### config.mk
export PLATFORM = sky130hd
export DESIGN_NAME = mux3_rr_arbiter_flat
export DESIGN_NICKNAME = d
export VERILOG_FILES = /design/src/rtl/mux3_rr_arbiter_pkg.sv /design/src/rtl/mux3_rr_arbiter_if.sv /design/src/rtl/mux3_rr_arbiter_mux.sv /design/src/rtl/mux3_rr_arbiter.sv /design/src/flat_wrapper.sv
export SDC_FILE = /design/constraint.sdc
export NUM_CORES = 1
export LEC_CHECK = 0
export BUFFER_PORTS_ARGS = -buffer_cell sky130_fd_sc_hd__buf_2
export CAP_MARGIN = 0
export CORE_MARGIN = 5
export CORE_UTILIZATION = 38
export DETAILED_ROUTE_END_ITERATION = 12
export GPL_ROUTABILITY_DRIVEN = 0
export MAX_ROUTING_LAYER = met4
export PLACE_DENSITY = 0.91
export SETUP_SLACK_MARGIN = 0.2
export SYNTH_ARGS = -nofsm -noshare
export SYNTH_HDL_FRONTEND = slang
export SYNTH_SLANG_ARGS = --single-unit
### constraint.sdc
create_clock -name clock -period 3.6 [get_ports clock]
set_clock_uncertainty 0.15 [all_clocks]
set_input_delay 0.72 -clock clock [delete_from_list [all_inputs] [get_ports clock]]
set_output_delay 0.72 -clock clock [all_outputs]
set_load 0.01 [all_outputs]
### src/rtl/mux3_rr_arbiter_pkg.sv
// Shared definitions for the three-source round-robin arbiter:
// select encodings, FSM states and the rotation helper used to pick
// the next owner of the shared mux.
package mux3_rr_arbiter_pkg;

   localparam logic [1:0] SEL_IN0 = 2'b00;
   localparam logic [1:0] SEL_IN1 = 2'b01;
   localparam logic [1:0] SEL_IN2 = 2'b10;

   typedef enum logic {
      IDLE  = 1'b0,
      GRANT = 1'b1
   } state_t;

   // Result of a priority search: whether anyone qualified and who.
   typedef struct packed {
      logic       found;
      logic [1:0] idx;
   } pick_t;

   // Next index on the 0 -> 1 -> 2 -> 0 ring; 3 is never a legal index
   // and simply maps back onto the ring.
   function automatic logic [1:0] ring_next(input logic [1:0] idx);
      logic [1:0] nxt;
      case (idx)
         SEL_IN0: nxt = SEL_IN1;
         SEL_IN1: nxt = SEL_IN2;
         default: nxt = SEL_IN0;
      endcase
      return nxt;
   endfunction

   // Scan the requests starting just after the last owner and return the
   // first one that is set. The last owner itself is checked last.
   function automatic pick_t pick_next(input logic [2:0] req,
                                       input logic [1:0] last);
      pick_t      p;
      logic [1:0] c1;
      logic [1:0] c2;
      logic [1:0] c3;
      c1      = ring_next(last);
      c2      = ring_next(c1);
      c3      = ring_next(c2);
      p.found = 1'b0;
      p.idx   = SEL_IN0;
      if (req[c1]) begin
         p.found = 1'b1;
         p.idx   = c1;
      end else if (req[c2]) begin
         p.found = 1'b1;
         p.idx   = c2;
      end else if (req[c3]) begin
         p.found = 1'b1;
         p.idx   = c3;
      end
      return p;
   endfunction

   // One-hot form of a mux select; select 3 has no source and gives zero.
   function automatic logic [2:0] sel_to_onehot(input logic [1:0] idx);
      logic [2:0] oh;
      case (idx)
         SEL_IN0: oh = 3'b001;
         SEL_IN1: oh = 3'b010;
         SEL_IN2: oh = 3'b100;
         default: oh = 3'b000;
      endcase
      return oh;
   endfunction

endpackage

### src/rtl/mux3_rr_arbiter_if.sv
// Bundle between the three requesters and the arbiter: requests and
// source data in, grant/select/muxed data out.
interface mux3_rr_arbiter_if #(
   parameter int WIDTH = 32
);
   logic [2:0]       req;
   logic [WIDTH-1:0] in0;
   logic [WIDTH-1:0] in1;
   logic [WIDTH-1:0] in2;
   logic [2:0]       gnt;
   logic [1:0]       sel;
   logic [WIDTH-1:0] out_data;
   logic             out_valid;

   // Requester side drives requests and data, observes the grant.
   modport master (
      output req,
      output in0,
      output in1,
      output in2,
      input  gnt,
      input  sel,
      input  out_data,
      input  out_valid
   );

   // Arbiter side.
   modport slave (
      input  req,
      input  in0,
      input  in1,
      input  in2,
      output gnt,
      output sel,
      output out_data,
      output out_valid
   );
endinterface

### src/rtl/mux3_rr_arbiter_mux.sv
// Plain three-input datapath mux. Control 11 has no source behind it and
// produces zero so the output is never undefined.
module mux3_32b #(
   parameter int WIDTH = 32
) (
   input  logic [WIDTH-1:0] in0,
   input  logic [WIDTH-1:0] in1,
   input  logic [WIDTH-1:0] in2,
   input  logic [1:0]       control,
   output logic [WIDTH-1:0] out
);

   // Pure combinational select of one source onto the output.
   always_comb begin
      out = '0;
      case (control)
         2'b00:   out = in0;
         2'b01:   out = in1;
         2'b10:   out = in2;
         default: out = '0;
      endcase
   end

endmodule

### src/rtl/mux3_rr_arbiter.sv
// Round-robin arbiter owning the select of a shared three-input mux.
// The owner is remembered in last_q, so the rotation always restarts just
// after whoever held the mux most recently. A hold counter forces the
// owner off after MAX_HOLD cycles when someone else is waiting.
module mux3_rr_arbiter
   import mux3_rr_arbiter_pkg::*;
#(
   parameter int WIDTH    = 32,
   parameter int MAX_HOLD = 4
) (
   input  logic            clock,
   input  logic            reset,
   mux3_rr_arbiter_if.slave bus
);

   localparam int HOLD_W = (MAX_HOLD < 1) ? 1 : $clog2(MAX_HOLD + 1);
   localparam logic [HOLD_W-1:0] HOLD_LIMIT = HOLD_W'(MAX_HOLD);
   localparam logic [HOLD_W-1:0] HOLD_ONE   = HOLD_W'(1);
   localparam bit HOLD_ENABLED = (MAX_HOLD != 0);

   state_t            state_q;
   state_t            state_d;
   logic [2:0]        gnt_q;
   logic [2:0]        gnt_d;
   logic [1:0]        sel_q;
   logic [1:0]        sel_d;
   logic [1:0]        last_q;
   logic [1:0]        last_d;
   logic [HOLD_W-1:0] hold_cnt_q;
   logic [HOLD_W-1:0] hold_cnt_d;
   logic              out_valid_q;
   logic              out_valid_d;

   logic [2:0]        contenders;
   pick_t             pick;
   logic              owner_req;
   logic              hold_expired;

   // Candidates for the next grant: in GRANT the current owner is excluded,
   // so a release-and-rerequest or a forced rotation always moves on.
   always_comb begin
      contenders = bus.req;
      if (state_q == GRANT) begin
         contenders = bus.req & ~sel_to_onehot(last_q);
      end
   end

   assign pick         = pick_next(contenders, last_q);
   assign owner_req    = |(bus.req & sel_to_onehot(last_q));
   assign hold_expired = HOLD_ENABLED && (hold_cnt_q == HOLD_LIMIT);

   // Next-state logic: decide whether to grant, keep, rotate or go idle.
   always_comb begin
      state_d     = state_q;
      gnt_d       = gnt_q;
      sel_d       = sel_q;
      last_d      = last_q;
      hold_cnt_d  = hold_cnt_q;
      out_valid_d = out_valid_q;

      case (state_q)
         IDLE: begin
            if (pick.found) begin
               state_d     = GRANT;
               gnt_d       = sel_to_onehot(pick.idx);
               sel_d       = pick.idx;
               last_d      = pick.idx;
               hold_cnt_d  = HOLD_ONE;
               out_valid_d = 1'b1;
            end
         end

         GRANT: begin
            if (!owner_req) begin
               if (pick.found) begin
                  gnt_d       = sel_to_onehot(pick.idx);
                  sel_d       = pick.idx;
                  last_d      = pick.idx;
                  hold_cnt_d  = HOLD_ONE;
                  out_valid_d = 1'b1;
               end else begin
                  state_d     = IDLE;
                  gnt_d       = 3'b000;
                  out_valid_d = 1'b0;
               end
            end else if (hold_expired && pick.found) begin
               gnt_d       = sel_to_onehot(pick.idx);
               sel_d       = pick.idx;
               last_d      = pick.idx;
               hold_cnt_d  = HOLD_ONE;
               out_valid_d = 1'b1;
            end else if (HOLD_ENABLED && (hold_cnt_q < HOLD_LIMIT)) begin
               hold_cnt_d = hold_cnt_q + HOLD_ONE;
            end
         end

         default: begin
            state_d     = IDLE;
            gnt_d       = 3'b000;
            out_valid_d = 1'b0;
         end
      endcase
   end

   // State registers; reset leaves last on source 2 so source 0 wins first.
   always_ff @(posedge clock or posedge reset) begin
      if (reset) begin
         state_q     <= IDLE;
         gnt_q       <= 3'b000;
         sel_q       <= SEL_IN0;
         last_q      <= SEL_IN2;
         hold_cnt_q  <= '0;
         out_valid_q <= 1'b0;
      end else begin
         state_q     <= state_d;
         gnt_q       <= gnt_d;
         sel_q       <= sel_d;
         last_q      <= last_d;
         hold_cnt_q  <= hold_cnt_d;
         out_valid_q <= out_valid_d;
      end
   end

   assign bus.gnt       = gnt_q;
   assign bus.sel       = sel_q;
   assign bus.out_valid = out_valid_q;

   mux3_32b #(
      .WIDTH (WIDTH)
   ) u_mux (
      .in0     (bus.in0),
      .in1     (bus.in1),
      .in2     (bus.in2),
      .control (sel_q),
      .out     (bus.out_data)
   );

endmodule

### src/flat_wrapper.sv
// flat-port wrapper written by rule: the top's interface ports become plain ports
module mux3_rr_arbiter_flat import mux3_rr_arbiter_pkg::*;
#(
   parameter int WIDTH    = 32,
   parameter int MAX_HOLD = 4
)
  (clock, reset, bus_req, bus_in0, bus_in1, bus_in2, bus_gnt, bus_sel, bus_out_data, bus_out_valid);
  mux3_rr_arbiter_if #(.WIDTH(WIDTH)) bus_i ();
  input  logic clock;
  input  logic reset;
  input wire logic [$bits(bus_i.req)-1:0] bus_req;
  input wire logic [$bits(bus_i.in0)-1:0] bus_in0;
  input wire logic [$bits(bus_i.in1)-1:0] bus_in1;
  input wire logic [$bits(bus_i.in2)-1:0] bus_in2;
  output wire logic [$bits(bus_i.gnt)-1:0] bus_gnt;
  output wire logic [$bits(bus_i.sel)-1:0] bus_sel;
  output wire logic [$bits(bus_i.out_data)-1:0] bus_out_data;
  output wire logic [$bits(bus_i.out_valid)-1:0] bus_out_valid;
  assign bus_i.req = bus_req;
  assign bus_i.in0 = bus_in0;
  assign bus_i.in1 = bus_in1;
  assign bus_i.in2 = bus_in2;
  assign bus_gnt = bus_i.gnt;
  assign bus_sel = bus_i.sel;
  assign bus_out_data = bus_i.out_data;
  assign bus_out_valid = bus_i.out_valid;
  mux3_rr_arbiter #(.WIDTH(WIDTH), .MAX_HOLD(MAX_HOLD)) u_core (.clock(clock), .reset(reset), .bus(bus_i));
endmodule
# == Yosys cells after proc, flatten, opt, wreduce, memory -nomap -nowiden ==
# Cells that the tools add are included.
# totals
register_bits,12
latch_bits,0
ramBits,0
rom_bits,0
input_bits,101
output_inout_bits,38
wordCells,76
n_memories,0
# op_classes
add_sub_neg,1
n_mul,0
div_mod_pow,0
n_lt_le_gt_ge,4
eq_ne,12
shifts,0
muxes,41
bitwise_logic,4
n_reduce_logical,8
# op_table
op,count
one-hot mux 32 bit (3 select lines),1
2-to-1 mux 3 bit,13
one-hot mux 2 bit (2 select lines),5
one-hot mux 3 bit (3 select lines),2
one-hot mux 3 bit (2 select lines),2
equality test 2 x 1 -> 1 bit (second input constant),5
logical NOT 2 bit,5
2-to-1 mux 2 bit,5
less-than comparator 2 x 3 -> 1 bit (second input constant),3
2-to-1 mux 1 bit,8
bitwise AND 3 bit,2
binary-select mux 1 bit (select 2 bit),3
equality test 2 bit (second input constant),3
inequality test 4 bit (second input constant),1
one-hot mux 1 bit (2 select lines),2
adder 3 x 1 -> 3 bit (second input constant),1
equality test 3 bit (second input constant),1
less-than comparator 3 bit (second input constant),1
inequality test 3 bit (second input constant),1
NOT 3 bit,1
OR reduction 3 bit,1
inequality test 2 x 1 -> 1 bit (second input constant),1
AND reduction 2 bit,1
logical AND 1 bit,1
NOT 1 bit,1

# == Depth between registers and ports, before layout ==
# Gate-level depths: netlist (run 1).
# logic_depth
depth_word,16
depth_mapped,6
mapped_depth_nobuf,6

# == Modules after synthesis ==
# From an unflattened synthesis (run 1), not the netlist that was laid out.
# unflattened
cells_unflattened,152
hier_area_um2,1519.0
# modules_own_cells
mod,n_inst,cells_per_inst,area_each_um2,seq_area_each_um2
mux3_32b,1,77,787.0,0.0
mux3_rr_arbiter,1,75,732.0,301.5

# == Least setup slack after synthesis (run 1) ==
# OpenSTA, ideal clock, no wires.
# synth_timing
kind,reg-to-output
start,"register u_core.sel_q[1], in the netlist u_core.bus.sel[1]"
end,output bus_out_data[0]
arrival_time_ns,1.344
t_required_ns,2.730
slack_ns,1.386
stages_incl_launch_ff,7
n_path_buf,3
cell_sequence,dfrtp_1 clkbuf_1 nor2b_1 clkbuf_1 clkbuf_1 nand2_1 o21ai_0
# synth_via
elab_chain_len,2
elab_cells_between_ends,4
classes_between,eq/ne (2); mux (1); reduce/logical (1)
# synth_rtl
element,line_no,rtl
"start, declared",mux3_rr_arbiter.sv:25,logic [1:0] sel_q;
"start signal, assigned",mux3_rr_arbiter.sv:117,sel_q <= sel_d;
equality test 2 bit (tied with other cells),mux3_rr_arbiter_mux.sv:16,case (control)
one-hot mux 32 bit (3 select lines) (*),mux3_rr_arbiter_mux.sv:16,
"end, declared",flat_wrapper.sv:17,output wire logic [$bits(bus_i.out_data)-1:0] bus_out_data;
# Every way passes the cells marked *; elsewhere a longest branch is shown, timed or not.

# == Worst setup path after layout (run 1) ==
# layout_timing
start,"register u_core.sel_q[1], in the netlist u_core.bus.sel[1]"
end,output bus_out_data[15]
# The elaborated chain is that of the path after synthesis.

==> impl_metrics.toml, run 1 <==
[synth]
syn-num-nets = 278
ys_types = 35
synth-edff-count = 0
async_reset_ff_share_pct = 100
synth-seq-cells = 12
ys_seq_area_share_pct = 22.4
synthesis.area_um2 = 1350
postSynthAreaPerCell_um2 = 7.69
postSynthCellCount = 175
synth_top_flop_cell = "dfrtp_1"
yosysWarningCount = 0

[final_layout]
final_cell_mix = "buf_2 (138), nand2_1 (36), o21ai_0 (35)"
utilization_pct = 61.7
area_growth_syn_to_layout_pct = 55.4
fillers = 286
multi_input_area_um2 = 967
layout_commonest_cell = "buf_2"
regArea_um2 = 303
final_area_um2 = 2090
antenna_cells = 0
drive_above_1_share_pct = 50.3
num-nets-final = 410

[setup_path]
cpPeakStageDelay_ns = 0.93
critPathCaptureType = "output port"
cp_max_fo = 32
rr_startpoint = "u_core.last_q[1]"
crit_start = "u_core.bus.sel[1]"
required_ns = 2.73
crit_slowest_cell = "nor2b_2"
arrival_ns = 2.05
worstPathCellList = "nor2b_2 > nand2_1 > o21ai_0 > buf_2"
critPathLaunchType = "register"
critical_path_class = "register to output port"

[clocking]
cts_buffers = 3
cts_sinks = 12
clk-insertion-delay-late_ns = 0.28
cts_tree = "yes"
post_cts_resized = 0
cts-root-buf = "clkbuf_4"
cts_buffer_depth = 2
cts_setup_buffers = 0
cts_max_level = 1
hold_buffers = 0
clk_pin_slew_worst_paths_ns = 0.08

[floorplanning]
rows = 21
die_y_um = 69.5
io_pins = 139
die_w_um = 69.5
core_um2 = 3390
die_area_um2 = 4830
initial_core_util_pct = 39.7

[sta]
drv_slew = 0
setup_ws_ns = 0.682
finalHoldViolCount = 0
max_freq_mhz = 343
min_period_ns = 2.92
fin_setup_tns_ns = 0
timing.hold.ws_ns = 0.275
rsz0062_at_grt = "false"
setup_viol = 0
tightest_slew_ns = 1.22
max_slew_margin_pct = 18.5
period_share_pct = 81.1

[drt]
ant_nets = 0
dr.pass1.iters = 4
route.detailed.drc = 0
wire_per_inst_um = 15.0
vias = 1831
finalWirelength_um = 5290
drt_iter0_drc = 136
viasPerCell = 5.20

[global_routing]
grt_max_degree = 35
grt_pass1_vias = 1734
grt_overflow = 0
grt_antenna_before_repair = 0
grt_pass1_wl_um = 8340
grtUsageTotal_pct = 21.2

[power_and_ir_drop]
ir_worst_vdd_uv = 520
p_per_area_nw_per_um2 = 636
p_leak_nw = 1.12

[status]
status = "completed"

[hold_path]
hp-class = "input port to asynchronous set/reset pin"

[job]
max_cap_violations = 0

[placement]
io_buffers = 138
pre_cts_ws_ns = 1.00
placed_area_um2 = 2060
dpl.hpwl_um = 4350
-- where the power goes --
| group | switching, mW | leakage [nW] | internal (mW) | total, mW |
|---|---|---|---|---|
| sequential | 0.0532 | 0.144 | 0.195 | 0.248 |
| clock | 0.0485 | 0.0210 | 0.0616 | 0.110 |
| combinational | 0.548 | 0.953 | 0.424 | 0.973 |
| total | 0.650 | 1.12 | 0.681 | 1.33 |
-- flip-flops by register name (all words and copies together), names as in the netlist --
register              cells
u_core.state_q            1
u_core.last_q             2
u_core.bus.gnt            3
u_core.bus.out_valid      1
u_core.bus.sel            2
u_core.hold_cnt_q         3
-- logic make-up after synthesis --
group                    synth area share [%]
AND/OR/NAND/NOR                          17.4
flip-flops                               22.4
buffers and inverters                    5.95
AO/OA/AOI/OAI                            27.0
adder cells (fa/ha/maj)                  1.86
multiplexers                             25.4
-- per-layer routing --
layer	track usage (%)	vias to the layer above	wire length, µm
met5	-	-	0
met4	4.77	0	77
met3	4.78	12	555
met2	39.2	122	2750
met1	23.0	812	1910
li1	-	885	-
-- through the flow --
step | std cells | power [mW]
global route | 352 | 1.45
global placement | 348 | 1.20
CTS | 352 | 1.34
floorplan | 175 | 0.869
detailed placement | 348 | 1.22
finish | 352 | 1.33
-- cell type report --
| cell class | count | share of cell area [%] |
|---|---|---|
| multi-input combinational | 144 | 46.2 |
| timing repair buffer | 140 | 33.7 |
| sequential | 12 | 14.5 |
| tap | 46 | 2.75 |
| clock buffer | 4 | 1.73 |
| inverter | 6 | 1.08 |
-- cell usage after synthesis, types with 2 or more instances --
cell / n / area share, %
a31o_1: 2 / 1.3
o21ai_0: 35 / 13
o211ai_1: 3 / 1.7
nand2_1: 36 / 10
inv_1: 6 / 1.7
and2_1: 2 / 0.93
a21o_1: 5 / 2.8
a21oi_1: 2 / 0.74
nor2_1: 5 / 1.4
mux2i_1: 33 / 25
ha_1: 2 / 1.9
dfrtp_1: 11 / 20
clkbuf_1: 8 / 2.2
buf_2: 4 / 1.5
-- worst max-delay path, delay by kind of cell (launching register included) --
family	cells	cell delay [ns]
AND/OR/NAND/NOR	2	1.06
flip-flops	1	0.41
buffers and inverters	1	0.16
AO/OA/AOI/OAI	1	0.12
-- final timing paths --
kind	slack, ns	cells past startpoint	to
max reg2reg	1.40	5	u_core.hold_cnt_q[1]
max	0.68	4	bus_out_data[15]
min in group clock	0.35	2	u_core.bus.out_valid
min	0.28	2	u_core.bus.gnt[1]
max in group asynchronous	2.69	2	u_core.last_q[1]
min reg2reg	0.35	2	u_core.bus.out_valid
No activity file was read; power rests on OpenSTA's default activity.
==> run 2: changes to the inputs <==
ABC_AREA = 1   (was unset)
PLACE_DENSITY = 0.86   (was 0.91)
clock period = 2.9 ns   (was 3.6 ns; I/O delays follow)
==> run 2 against run 1 <==
Net effect:
- register-to-register slack worse by 0.31 ns
- die area up 13%
- sequential cell count unchanged
- critical path depth unchanged
- setup slack worse by 0.23 ns
- critical endpoint is now bus_out_data[30]
- clock power up 72%
- sequential share of layout area down 1.4 points
==> impl_metrics.toml, run 2 <==
[status]
status = "completed"

[power_and_ir_drop]
p_per_area_nw_per_um2 = 943
power_frac_comb_pct = 76.3
clkPwrFrac_pct = 8.7
p_sw_mw = 1.18
p_leak_nw = 1.37
internal_power_mw = 1.00
swShare_pct = 54.0
ir_worst_vdd_uv = 416
seqPwrFrac_pct = 15.0

[synth]
syn-num-nets = 350
ys_types = 26
postSynthAreaPerCell_um2 = 6.27
ys_top_cells_by_area = "dfrtp_1 (18%), o211ai_1 (16%), nand3_1 (15%)"
yosysMostFrequentCell = "nand2_1"
ys_seq_area_share_pct = 19.5
yosysTopAreaCell = "dfrtp_1"
synth_common_cells = "nand2_1 (59), nand3_1 (45), inv_1 (42)"
async_reset_ff_share_pct = 100
yosysTopAreaCellShare_pct = 17.8
postSynthCellCount = 247
yosysWarningCount = 0
synthesis.area_um2 = 1550
synth-edff-count = 0
synth_top_flop_cell = "dfrtp_1"
synth-seq-cells = 12

[setup_path]
r2r_cells = 9
r2r-end = "u_core.bus.gnt[2]"
r2r_setup_slack_ns = 1.09
crit_start = "u_core.bus.sel[0]"
critPathLaunchType = "register"
arrival_ns = 1.72
critical_path_class = "register to output port"
critPathCaptureType = "output port"
required_ns = 2.17
cp_max_fo = 32
rr_startpoint = "u_core.last_q[1]"

[drt]
wire_per_inst_um = 12.9
dr.pass1.iters = 4
drt_iter0_drc = 125
route.detailed.drc = 0
finalWirelength_um = 5520
viasPerCell = 4.98
ant_nets = 0
vias = 2126

[final_layout]
fillers = 387
layout_commonest_cell = "buf_2"
area_growth_syn_to_layout_pct = 49.2
antenna_cells = 0
num-nets-final = 481
utilization_pct = 58.2
drive_above_1_share_pct = 45.9
final_cell_mix = "buf_2 (138), nand2_1 (59), nand3_1 (45)"

[sta]
fin_setup_tns_ns = 0
drv_slew = 0
min_period_ns = 2.45
finalHoldViolCount = 0
max_slew_margin_pct = 58.7
rsz0062_at_grt = "false"
period_share_pct = 84.5
setup_viol = 0
tightest_slew_ns = 0.619
max_freq_mhz = 408

[clocking]
cts_max_level = 1
clk_pin_slew_worst_paths_ns = 0.06
cts-root-buf = "clkbuf_8"
clk-insertion-delay-late_ns = 0.25
cts_buffer_depth = 2
hold_buffers = 0
cts_tree = "yes"
cts_buffers = 3
cts_sinks = 12
cts_setup_buffers = 0

[global_routing]
grt_max_degree = 36
grt_antenna_before_repair = 0
grt_pass1_vias = 1987
grt_pass1_wl_um = 8360
grt_overflow = 0
grtUsageTotal_pct = 19.8

[floorplanning]
rows = 23
die_area_um2 = 5450
core_um2 = 3970
die_w_um = 73.8
io_pins = 139
die_y_um = 73.8
initial_core_util_pct = 39.0

[hold_path]
hp-class = "input port to asynchronous set/reset pin"

[placement]
io_buffers = 138
dpl.hpwl_um = 4490

[job]
max_cap_violations = 0
run 2: how the worst max path moves through the flow:
stage / endpoint / cells past startpoint
2_1_floorplan: bus_out_data[14] / 5
3_3_place_gp: bus_out_data[30] / 4
3_5_place_dp: bus_out_data[30] / 4
4_1_cts: bus_out_data[30] / 4
5_1_grt: bus_out_data[3] / 4
6_report: bus_out_data[30] / 4
run 2: metrics by stage:
stage | instances | hold slack, ns | setup WS (ns) | area (µm²) | total power [mW]
after floorplan | 247 | 0.294 | 0.825 | 1550 | 1.47
after global placement | 423 | 0.300 | 0.499 | 2250 | 1.96
after detailed placement | 423 | 0.314 | 0.437 | 2250 | 2.01
after CTS | 427 | 0.202 | 0.444 | 2310 | 2.20
after global routing | 427 | 0.231 | 0.384 | 2310 | 2.38
final | 427 | 0.189 | 0.450 | 2310 | 2.18
run 2: power groups by stage:
stage,logic (mW),registers (mW),clock network (mW)
2_1_floorplan,1.16,0.304,0
3_3_place_gp,1.64,0.323,0
3_5_place_dp,1.68,0.329,0
4_1_cts,1.68,0.327,0.193
5_1_grt,1.84,0.338,0.200
6_report,1.66,0.327,0.189
run 2: final cells by class:
type                    count  area (µm²)  share of cell area [%]
multi-input cells         171         990                    42.8
repair buffers            142         721                    31.2
flip-flops and latches     12         302                    13.1
inverters                  48         180                    7.80
well taps                  50        62.6                    2.71
clock buffers               4        55.1                    2.38
run 2: timing repair:
action | CTS | global route
setup endpoints to repair | 1 | 0
gates resized for setup | 1 | 0
hold endpoints to repair | 0 | 0
run 2: critical path, stage by stage (launching register included):
cell	delay, ns
dfrtp_1	0.42
inv_2	0.05
or2_2	0.52
o211ai_1	0.30
buf_2	0.18
run 2: kinds of logic (layout without fill, tap and decap cells):
group           Yosys count  after routing  share of synthesized area (%)
compound gates           43             43                           20.4
fa+ha+maj                 2              2                           1.62
buf+inv                  64            194                           16.7
flops                    12             12                           19.5
simple gates            126            126                           41.8
run 2: per-layer routing:
layer,track usage (%),wire [µm],vias to the layer above
li1,-,-,1076
met1,21.4,2040,942
met2,35.2,2880,97
met3,4.51,512,11
met4,6.44,88,0
met5,-,0,-
